File: src/rtl/imm_gen_stream.sv
// ---------------------------------------------------------------------------
// imm_gen_stream : RV32I/RV64I immediate decoder feeding a DEPTH-entry FIFO
// Revision 1.0
// ---------------------------------------------------------------------------
`default_nettype none

module imm_gen_stream #(
  parameter int XLEN  = 64,
  parameter int DEPTH = 2,
  parameter int CNT_W = 16
) (
  input  logic              clk,
  input  logic              rst_n,
  input  logic              flush,
  input  logic              in_valid,
  output logic              in_ready,
  input  logic [31:0]       in_inst,
  output logic              out_valid,
  input  logic              out_ready,
  output logic [XLEN-1:0]   out_imm,
  output logic [2:0]        out_fmt,
  output logic              out_illegal,
  output logic [CNT_W-1:0]  illegal_cnt
);

  localparam int PTR_W = $clog2(DEPTH);
  localparam int OCC_W = $clog2(DEPTH + 1);
  localparam logic [OCC_W-1:0] FULL = OCC_W'(DEPTH);

  localparam logic [2:0] FMT_I   = 3'd0;
  localparam logic [2:0] FMT_S   = 3'd1;
  localparam logic [2:0] FMT_B   = 3'd2;
  localparam logic [2:0] FMT_U   = 3'd3;
  localparam logic [2:0] FMT_J   = 3'd4;
  localparam logic [2:0] FMT_R   = 3'd5;
  localparam logic [2:0] FMT_ILL = 3'd7;

  logic [XLEN-1:0]  imm_mem_q [DEPTH];
  logic [2:0]       fmt_mem_q [DEPTH];
  logic             ill_mem_q [DEPTH];

  logic [PTR_W-1:0] wr_ptr_q, wr_ptr_d;
  logic [PTR_W-1:0] rd_ptr_q, rd_ptr_d;
  logic [OCC_W-1:0] count_q, count_d;
  logic [CNT_W-1:0] ill_cnt_q, ill_cnt_d;

  logic [63:0] dec_imm64;
  logic [2:0]  dec_fmt;
  logic        dec_ill;
  logic        push;
  logic        pop;

  // Immediates are built at 64 bits and truncated, so one decoder serves both XLENs.
  always_comb begin
    dec_imm64 = '0;
    dec_fmt   = FMT_ILL;
    dec_ill   = 1'b0;
    unique case (in_inst[6:0])
      7'b0010011, 7'b0000011, 7'b1100111, 7'b1110011: begin
        dec_fmt   = FMT_I;
        dec_imm64 = {{52{in_inst[31]}}, in_inst[31:20]};
      end
      7'b0011011: begin
        if (XLEN == 64) begin
          dec_fmt   = FMT_I;
          dec_imm64 = {{52{in_inst[31]}}, in_inst[31:20]};
        end else begin
          dec_ill = 1'b1;
        end
      end
      7'b0100011: begin
        dec_fmt   = FMT_S;
        dec_imm64 = {{52{in_inst[31]}}, in_inst[31:25], in_inst[11:7]};
      end
      7'b1100011: begin
        dec_fmt   = FMT_B;
        dec_imm64 = {{51{in_inst[31]}}, in_inst[31], in_inst[7], in_inst[30:25],
                     in_inst[11:8], 1'b0};
      end
      7'b0110111, 7'b0010111: begin
        dec_fmt   = FMT_U;
        dec_imm64 = {{32{in_inst[31]}}, in_inst[31:12], 12'b0};
      end
      7'b1101111: begin
        dec_fmt   = FMT_J;
        dec_imm64 = {{43{in_inst[31]}}, in_inst[31], in_inst[19:12], in_inst[20],
                     in_inst[30:21], 1'b0};
      end
      7'b0110011: dec_fmt = FMT_R;
      7'b0111011: begin
        if (XLEN == 64) dec_fmt = FMT_R;
        else            dec_ill = 1'b1;
      end
      default: dec_ill = 1'b1;
    endcase
  end

  assign in_ready  = rst_n & (count_q < FULL);
  assign out_valid = (count_q != '0);
  assign push      = in_valid & in_ready;
  assign pop       = out_valid & out_ready;

  always_comb begin
    wr_ptr_d  = wr_ptr_q;
    rd_ptr_d  = rd_ptr_q;
    count_d   = count_q;
    ill_cnt_d = ill_cnt_q;
    // Counting happens on accept, so it is independent of flush.
    if (push && dec_ill && (ill_cnt_q != '1)) ill_cnt_d = ill_cnt_q + CNT_W'(1);
    if (flush) begin
      wr_ptr_d = '0;
      rd_ptr_d = '0;
      count_d  = '0;
    end else begin
      if (push) wr_ptr_d = wr_ptr_q + PTR_W'(1);
      if (pop)  rd_ptr_d = rd_ptr_q + PTR_W'(1);
      if (push && !pop)      count_d = count_q + OCC_W'(1);
      else if (!push && pop) count_d = count_q - OCC_W'(1);
    end
  end

  always_ff @(posedge clk) begin
    if (!rst_n) begin
      wr_ptr_q  <= '0;
      rd_ptr_q  <= '0;
      count_q   <= '0;
      ill_cnt_q <= '0;
    end else begin
      wr_ptr_q  <= wr_ptr_d;
      rd_ptr_q  <= rd_ptr_d;
      count_q   <= count_d;
      ill_cnt_q <= ill_cnt_d;
    end
  end

  // Payload storage needs no reset: entries are only visible through out_valid.
  always_ff @(posedge clk) begin
    if (push && !flush) begin
      imm_mem_q[wr_ptr_q] <= dec_imm64[XLEN-1:0];
      fmt_mem_q[wr_ptr_q] <= dec_fmt;
      ill_mem_q[wr_ptr_q] <= dec_ill;
    end
  end

  assign out_imm     = out_valid ? imm_mem_q[rd_ptr_q] : '0;
  assign out_fmt     = out_valid ? fmt_mem_q[rd_ptr_q] : 3'd0;
  assign out_illegal = out_valid ? ill_mem_q[rd_ptr_q] : 1'b0;
  assign illegal_cnt = ill_cnt_q;

endmodule

`default_nettype wire
File: config.mk
export PLATFORM = sky130hd
export DESIGN_NAME = imm_gen_stream
export DESIGN_NICKNAME = d
export VERILOG_FILES = /design/src/rtl/imm_gen_stream.sv
export SDC_FILE = /design/constraint.sdc
export NUM_CORES = 1
export LEC_CHECK = 0
export CORE_MARGIN = 2
export CORE_UTILIZATION = 30
export DETAILED_ROUTE_END_ITERATION = 10
export GPL_TIMING_DRIVEN = 0
export PLACE_DENSITY = 0.54
export SYNTH_ARGS = -nofsm -noshare
export SYNTH_HDL_FRONTEND = slang
export SYNTH_SLANG_ARGS = --single-unit
export TNS_END_PERCENT = 100
File: constraint.sdc
create_clock -name clk -period 4.17 [get_ports clk]
set_input_delay 0.6255 -clock clk [delete_from_list [all_inputs] [get_ports clk]]
set_output_delay 0.6255 -clock clk [all_outputs]
set_load 0.02 [all_outputs]
==> results.py, run 1 <==
metrics = {
    "synth": {
        "synth_edf_count": 72,
        "synthesis.area_um2": 4570,
        "synth.distinct_cells": 46,
        "syn-num-nets": 442,
        "ys_seq_elements": 93,
        "syn_avg_cell_area_um2": 11.3,
        "synth_warnings": 0,
        "netlist.top_cell.by_area": "edfxtp_1",
        "synth.top_cell.area_share_pct": 47.3,
        "seq_area_frac_synth_pct": 56.5,
        "synthTopCellsByArea": "edfxtp_1, dfxtp_1, mux2i_1, buf_4, nor2_1",
        "async_flop_share_pct": 0,
        "syn_inst": 403,
        "yosys_most_used_dff": "edfxtp_1",
    },
    "power": {
        "p_int_mw": 1.67,
        "p_sw_mw": 0.548,
        "pwr-share-comb_pct": 17.0,
        "p_total_mw": 2.22,
        "power_leakage_nw": 2.26,
        "swShare_pct": 24.7,
        "power_frac_seq_pct": 46.0,
        "power.density_nw_per_um2": 345,
        "ir_worst_vdd_v": 0.000201,
        "p_clk_share_pct": 37.0,
    },
    "layout": {
        "final_common_cell": "clkdlybuf4s50_1",
        "antennaDiodeCount": 0,
        "final_cell_mix": "clkdlybuf4s50_1, edfxtp_1, nor2_1",
        "instances_no_fill": 734,
        "regArea_um2": 2580,
        "drive_gt1_share_pct": 13.2,
        "area_growth_syn_to_layout_pct": 40.7,
        "multiInputGateArea_um2": 1640,
        "final_nets": 580,
        "fillers": 1422,
    },
    "sta": {
        "rsz0062_at_grt": "false",
        "relSlewSlack_pct": 39.3,
        "post-route-period-util_pct": 85.2,
        "worstMarginPinSlew_ns": 0.903,
        "setup_viol": 0,
        "finClkSkew_ns": 0.00792,
        "finalCriticalPeriod_ns": 3.55,
        "max_freq_mhz": 282,
        "tns_ns": 0,
        "final_max_slew_viol_count": 0,
        "finalHoldViolCount": 0,
    },
    "route": {
        "dr.pass1.iters": 4,
        "drt-initial-drc-count": 168,
        "detail-route-antenna-nets": 0,
        "vias": 3512,
        "wire_per_inst_um": 15.5,
        "viasPerCell": 4.78,
        "drc": 0,
        "wirelength_um": 11400,
    },
    "floorplan": {
        "rows": 45,
        "core_um2": 15000,
        "die_area_um2": 16200,
        "io_pins": 123,
        "fp.dieW_um": 127,
        "initial_core_util_pct": 30.4,
        "die_height_um": 127,
    },
    "setup_path": {
        "cpMaxStageDelayCell": "buf_1",
        "worst-path-buf-inv": 5,
        "critPathRequiredTime_ns": 3.54,
        "end_kind": "output pin",
        "crit_path_start_kind": "flop",
        "cp_cell_sequence": "buf_2 -> buf_1 -> mux2i_1 -> nor2_2 -> buf_8 -> buf_4 -> clkdlybuf4s50_1",
        "cp_top_family": "buffers and inverters",
        "worst_path_largest_cell_delay_ns": 0.62,
        "crit_arrival_ns": 2.93,
        "crit_type": "reg -> out",
        "cp_max_fo": 31,
    },
    "clock_network": {
        "cts_tree": "yes",
        "clk_latency_ns": 0.34,
        "clkTransAtPathRegs_ns": 0.07,
        "numCtsBuffers": 9,
        "post_cts_resize_count": 0,
        "cts_hold_buffers": 0,
        "clockBufferDepth": 2,
        "cts_root_buffer": "clkbuf_16",
        "htree_levels": 3,
        "postCtsSetupRepairBufs": 0,
        "cts_sinks": 93,
    },
    "run_status": {
        "status": "completed",
    },
    "place": {
        "place_congestion": 0.790,
        "dpl.cell_count": 718,
        "hpwl_um": 8370,
        "io_buffer_count": 120,
    },
    "grt": {
        "grt_pass1_wl_um": 17800,
        "grt_pass1_vias": 3489,
        "grt_start_max_net_pins": 32,
        "grt_overflow": 0,
        "antenna_found_initial": 0,
        "track_usage_pct": 14.2,
    },
    "worst_hold_path": {
        "hold_path.class": "reg -> reg",
    },
    "flow_run": {
        "maxCapViolCount": 0,
    },
}
==> power groups by stage <==
stage                     registers (mW)  clock network, mW  logic, mW
after global routing                1.02              0.884      0.405
after floorplan                     1.04                  0      0.200
after CTS                           1.02              0.846      0.381
after detailed placement            1.04                  0      0.379
final                               1.02              0.821      0.377
after global placement              1.04                  0      0.371
==> state kept, by name, indices dropped and copies added (netlist names), named ones only <==
register / cells
count_q: 2
fmt_mem_q: 6
ill_mem_q: 2
illegal_cnt: 16
imm_mem_q: 64
rd_ptr_q: 1
wr_ptr_q: 1
==> through the flow <==
step / cell area [µm²] / setup WS (ns) / hold WS, ns / util, %
finish: 6420 / 0.619 / 0.509 / 42.7
global route: 6420 / 0.425 / 0.536 / 42.7
CTS: 6420 / 0.561 / 0.514 / 42.7
detailed placement: 6120 / 0.941 / 0.493 / 40.7
global placement: 6010 / -1.71 / 0.488 / 40.0
floorplan: 4570 / 0.124 / 0.467 / -
==> metal layers <==
metal,track usage [%],vias up,wire (µm),share of wire [%]
met3,3.98,13,708,6.2
met5,0,-,0,0
met2,23.8,144,5370,47
li1,-,1722,-,-
met4,4.14,0,122,1.1
met1,17.8,1633,5190,46
==> cell type report <==
type / instances / area share (%)
Tap cell: 188 / 3.66
Inverter: 7 / 0.428
Clock buffer: 10 / 3.56
Timing Repair Buffer: 127 / 20.3
Multi-Input combinational cell: 252 / 25.5
Clock inverter: 6 / 1.11
Buffer: 51 / 5.22
Sequential cell: 93 / 40.2
==> logic make-up (layout without fill, tap and decap cells) <==
group | after synthesis | in the layout | synth area share [%]
adder cells (fa/ha/maj) | 2 | 2 | 0.548
multiplexers | 39 | 39 | 8.55
XOR/XNOR | 5 | 5 | 0.959
AO/OA/AOI/OAI | 75 | 75 | 11.0
buffers and inverters | 58 | 201 | 7.95
AND/OR/NAND/NOR | 131 | 131 | 14.5
flip-flops | 93 | 93 | 56.5
==> worst reg2reg max path, delay by kind of cell, from the launching register on <==
kind                       cells  cell delay (ns)
AOI/OAI and AO/OA              1             0.14
adders and majority gates      1             0.27
buffers and inverters          1             0.13
DFF                            1             0.34
and+or+nand+nor                3             1.21
==> path summary, 6_finish.rpt <==
kind	startpoint	endpoint	slack (ns)	cells after the start
min reg2reg	rd_ptr_q	rd_ptr_q	0.51	2
min	rd_ptr_q	rd_ptr_q	0.51	2
max reg2reg	count_q[0]	count_q[1]	2.02	6
max	flop	out_imm[51]	0.62	7
==> synth_stat cells, types with 2 or more instances <==
cell	n
a21o_1	19
a21oi_1	19
a22o_1	5
and2_1	9
buf_1	3
buf_2	4
buf_4	35
clkbuf_1	8
dfxtp_1	21
edfxtp_1	72
ha_1	2
inv_1	6
mux2i_1	39
nand2_1	21
nand2b_1	5
nand3_1	6
nand4_1	6
nor2_1	52
nor2b_1	3
nor3_1	8
o211ai_1	3
o21a_1	3
o21ai_0	8
o22ai_1	2
o31ai_1	11
or3_1	2
or4_1	9
xor2_1	4
(Power assumes the default switching activity.)
==> run 2, diff against run 1 <==
ABC_CLOCK_PERIOD_IN_PS = 4170   (was default)
TNS_END_PERCENT = default   (was 100)
==> results of run 2 <==
The final DEF is identical to that of run 1; final timing and power are the same.
==> run 3, diff against run 2 <==
ABC_CLOCK_PERIOD_IN_PS = 4250   (was 4170)
MAX_ROUTING_LAYER = met4   (was default)
PLACE_DENSITY = 0.63   (was 0.54)
clock period = 4.25 ns   (was 4.17 ns; I/O delays follow)
==> run 3 against run 2 <==
  * Non-clock buffer count decreased by 1
  * Global-route usage increased by 0.19 points
  * Clock skew decreased by 0.0012 ns
  * Sequential cell count unchanged
  * Via count increased by 0.74%
  * Register-to-register slack got worse by 0.05 ns
  * Sequential share of layout area increased by 0.26 points
  * Final cell count decreased by 0.14%
  * Worst setup slack improved by 0.050 ns
  * Power decreased by 4.2%
  * Die area unchanged
  * Critical endpoint is now out_imm[61]
  * Largest cell class unchanged
==> results.py, run 3 (synthesized netlist as in run 1, its figures left out) <==
metrics = {
    "run_status": {
        "status": "completed",
    },
    "route": {
        "viasPerCell": 4.83,
        "drc": 0,
        "vias": 3538,
        "drt-initial-drc-count": 176,
        "wirelength_um": 11300,
        "wire_per_inst_um": 15.4,
        "dr.pass1.iters": 4,
        "detail-route-antenna-nets": 0,
    },
    "clock_network": {
        "clockBufferDepth": 2,
        "numCtsBuffers": 9,
        "cts_root_buffer": "clkbuf_16",
        "clk_latency_ns": 0.34,
        "cts_hold_buffers": 0,
        "clkTransAtPathRegs_ns": 0.06,
        "post_cts_resize_count": 0,
        "cts_sinks": 93,
        "htree_levels": 3,
        "cts_tree": "yes",
        "postCtsSetupRepairBufs": 0,
    },
    "power": {
        "ir_worst_vdd_v": 0.000187,
        "power_leakage_nw": 2.24,
        "power.density_nw_per_um2": 333,
    },
    "layout": {
        "antennaDiodeCount": 0,
        "drive_gt1_share_pct": 13.2,
        "multiInputGateArea_um2": 1640,
        "final_common_cell": "clkdlybuf4s50_1",
        "final_cell_mix": "clkdlybuf4s50_1, edfxtp_1, nor2_1",
        "area_growth_syn_to_layout_pct": 39.8,
        "largest_reg_flops": 64,
        "regArea_um2": 2580,
        "fillers": 1402,
        "final_nets": 579,
        "finalInstanceArea_um2": 6380,
        "top_register": "imm_mem_q",
    },
    "sta": {
        "worstMarginPinSlew_ns": 0.962,
        "fin_ws_ns": 0.668,
        "post-route-period-util_pct": 84.3,
        "tns_ns": 0,
        "rsz0062_at_grt": "false",
        "final_max_slew_viol_count": 0,
        "finalHoldViolCount": 0,
        "relSlewSlack_pct": 35.7,
        "setup_viol": 0,
        "finalCriticalPeriod_ns": 3.58,
        "max_freq_mhz": 279,
        "finClkSkew_ns": 0.00668,
    },
    "setup_path": {
        "critPathRequiredTime_ns": 3.61,
        "cp_cell_sequence": "buf_2 -> buf_1 -> mux2i_1 -> nor2_2 -> buf_8 -> buf_4 -> clkdlybuf4s50_1",
        "worst_path_largest_cell_delay_ns": 0.60,
        "end_kind": "output pin",
        "cp_max_fo": 28,
        "ff2ff_setup_slack_ns": 1.97,
        "crit_type": "reg -> out",
        "crit_path_start_kind": "flop",
        "cpMaxStageDelayCell": "buf_1",
        "crit_arrival_ns": 2.94,
    },
    "floorplan": {
        "die_area_um2": 16200,
        "core_um2": 15000,
        "die_height_um": 127,
        "initial_core_util_pct": 30.4,
        "fp.dieW_um": 127,
        "io_pins": 123,
        "rows": 45,
    },
    "place": {
        "place_area_um2": 6100,
        "hpwl_um": 8420,
        "place_congestion": 0.874,
        "io_buffer_count": 120,
        "pre_cts_ws_ns": 0.971,
    },
    "worst_hold_path": {
        "hold_path.class": "reg -> reg",
    },
    "flow_run": {
        "maxCapViolCount": 0,
    },
    "grt": {
        "track_usage_pct": 14.3,
        "grt_pass1_vias": 3505,
        "antenna_found_initial": 0,
        "grt_pass1_wl_um": 17800,
        "grt_overflow": 0,
        "grt_start_max_net_pins": 29,
    },
}
[run 3: critical path, delay by kind of cell, from the launching register on]
| family | cells | cell delay, ns |
|---|---|---|
| simple gates | 1 | 0.28 |
| buf+inv | 5 | 1.82 |
| flops | 1 | 0.30 |
| mux | 1 | 0.21 |
[run 3: final timing paths]
kind                 endpoint        from  cells after the start
setup reg to reg   count_q[1]  count_q[0]                      6
hold reg to reg      rd_ptr_q    rd_ptr_q                      2
setup / recovery  out_imm[61]        flop                      7
hold / removal       rd_ptr_q    rd_ptr_q                      2
[run 3: cell type report]
class | count | area share (%)
timing repair buffer | 126 | 20.1
clock buffer | 9 | 3.53
inverter | 7 | 0.431
multi-input combinational | 252 | 25.7
buffer | 51 | 5.25
clock inverter | 7 | 0.902
sequential | 93 | 40.5
tap | 188 | 3.68
[run 3: where the power goes]
group          switching, mW  total (mW)  internal (mW)
Combinational          0.189       0.371          0.182
Clock                  0.349       0.754          0.405
Sequential           0.00755        1.00          0.993
[run 3: metal layers]
layer  wire length [µm]  vias up  global-route usage (%)
li1                   -     1719                       -
met4                 94        0                    3.56
met2               5680      134                    24.0
met3                615       11                    3.35
met5                  0        -                       -
met1               4930     1674                    17.7
[run 3: stage by stage]
step                hold WS [ns]  cells  power (mW)  utilization (%)
CTS                        0.516    733        2.15             42.5
global placement           0.490    711        1.39             40.0
detailed placement         0.503    717        1.39             40.6
floorplan                  0.467    403        1.22                -
global route               0.557    733        2.21             42.5
finish                     0.511    733        2.13             42.5
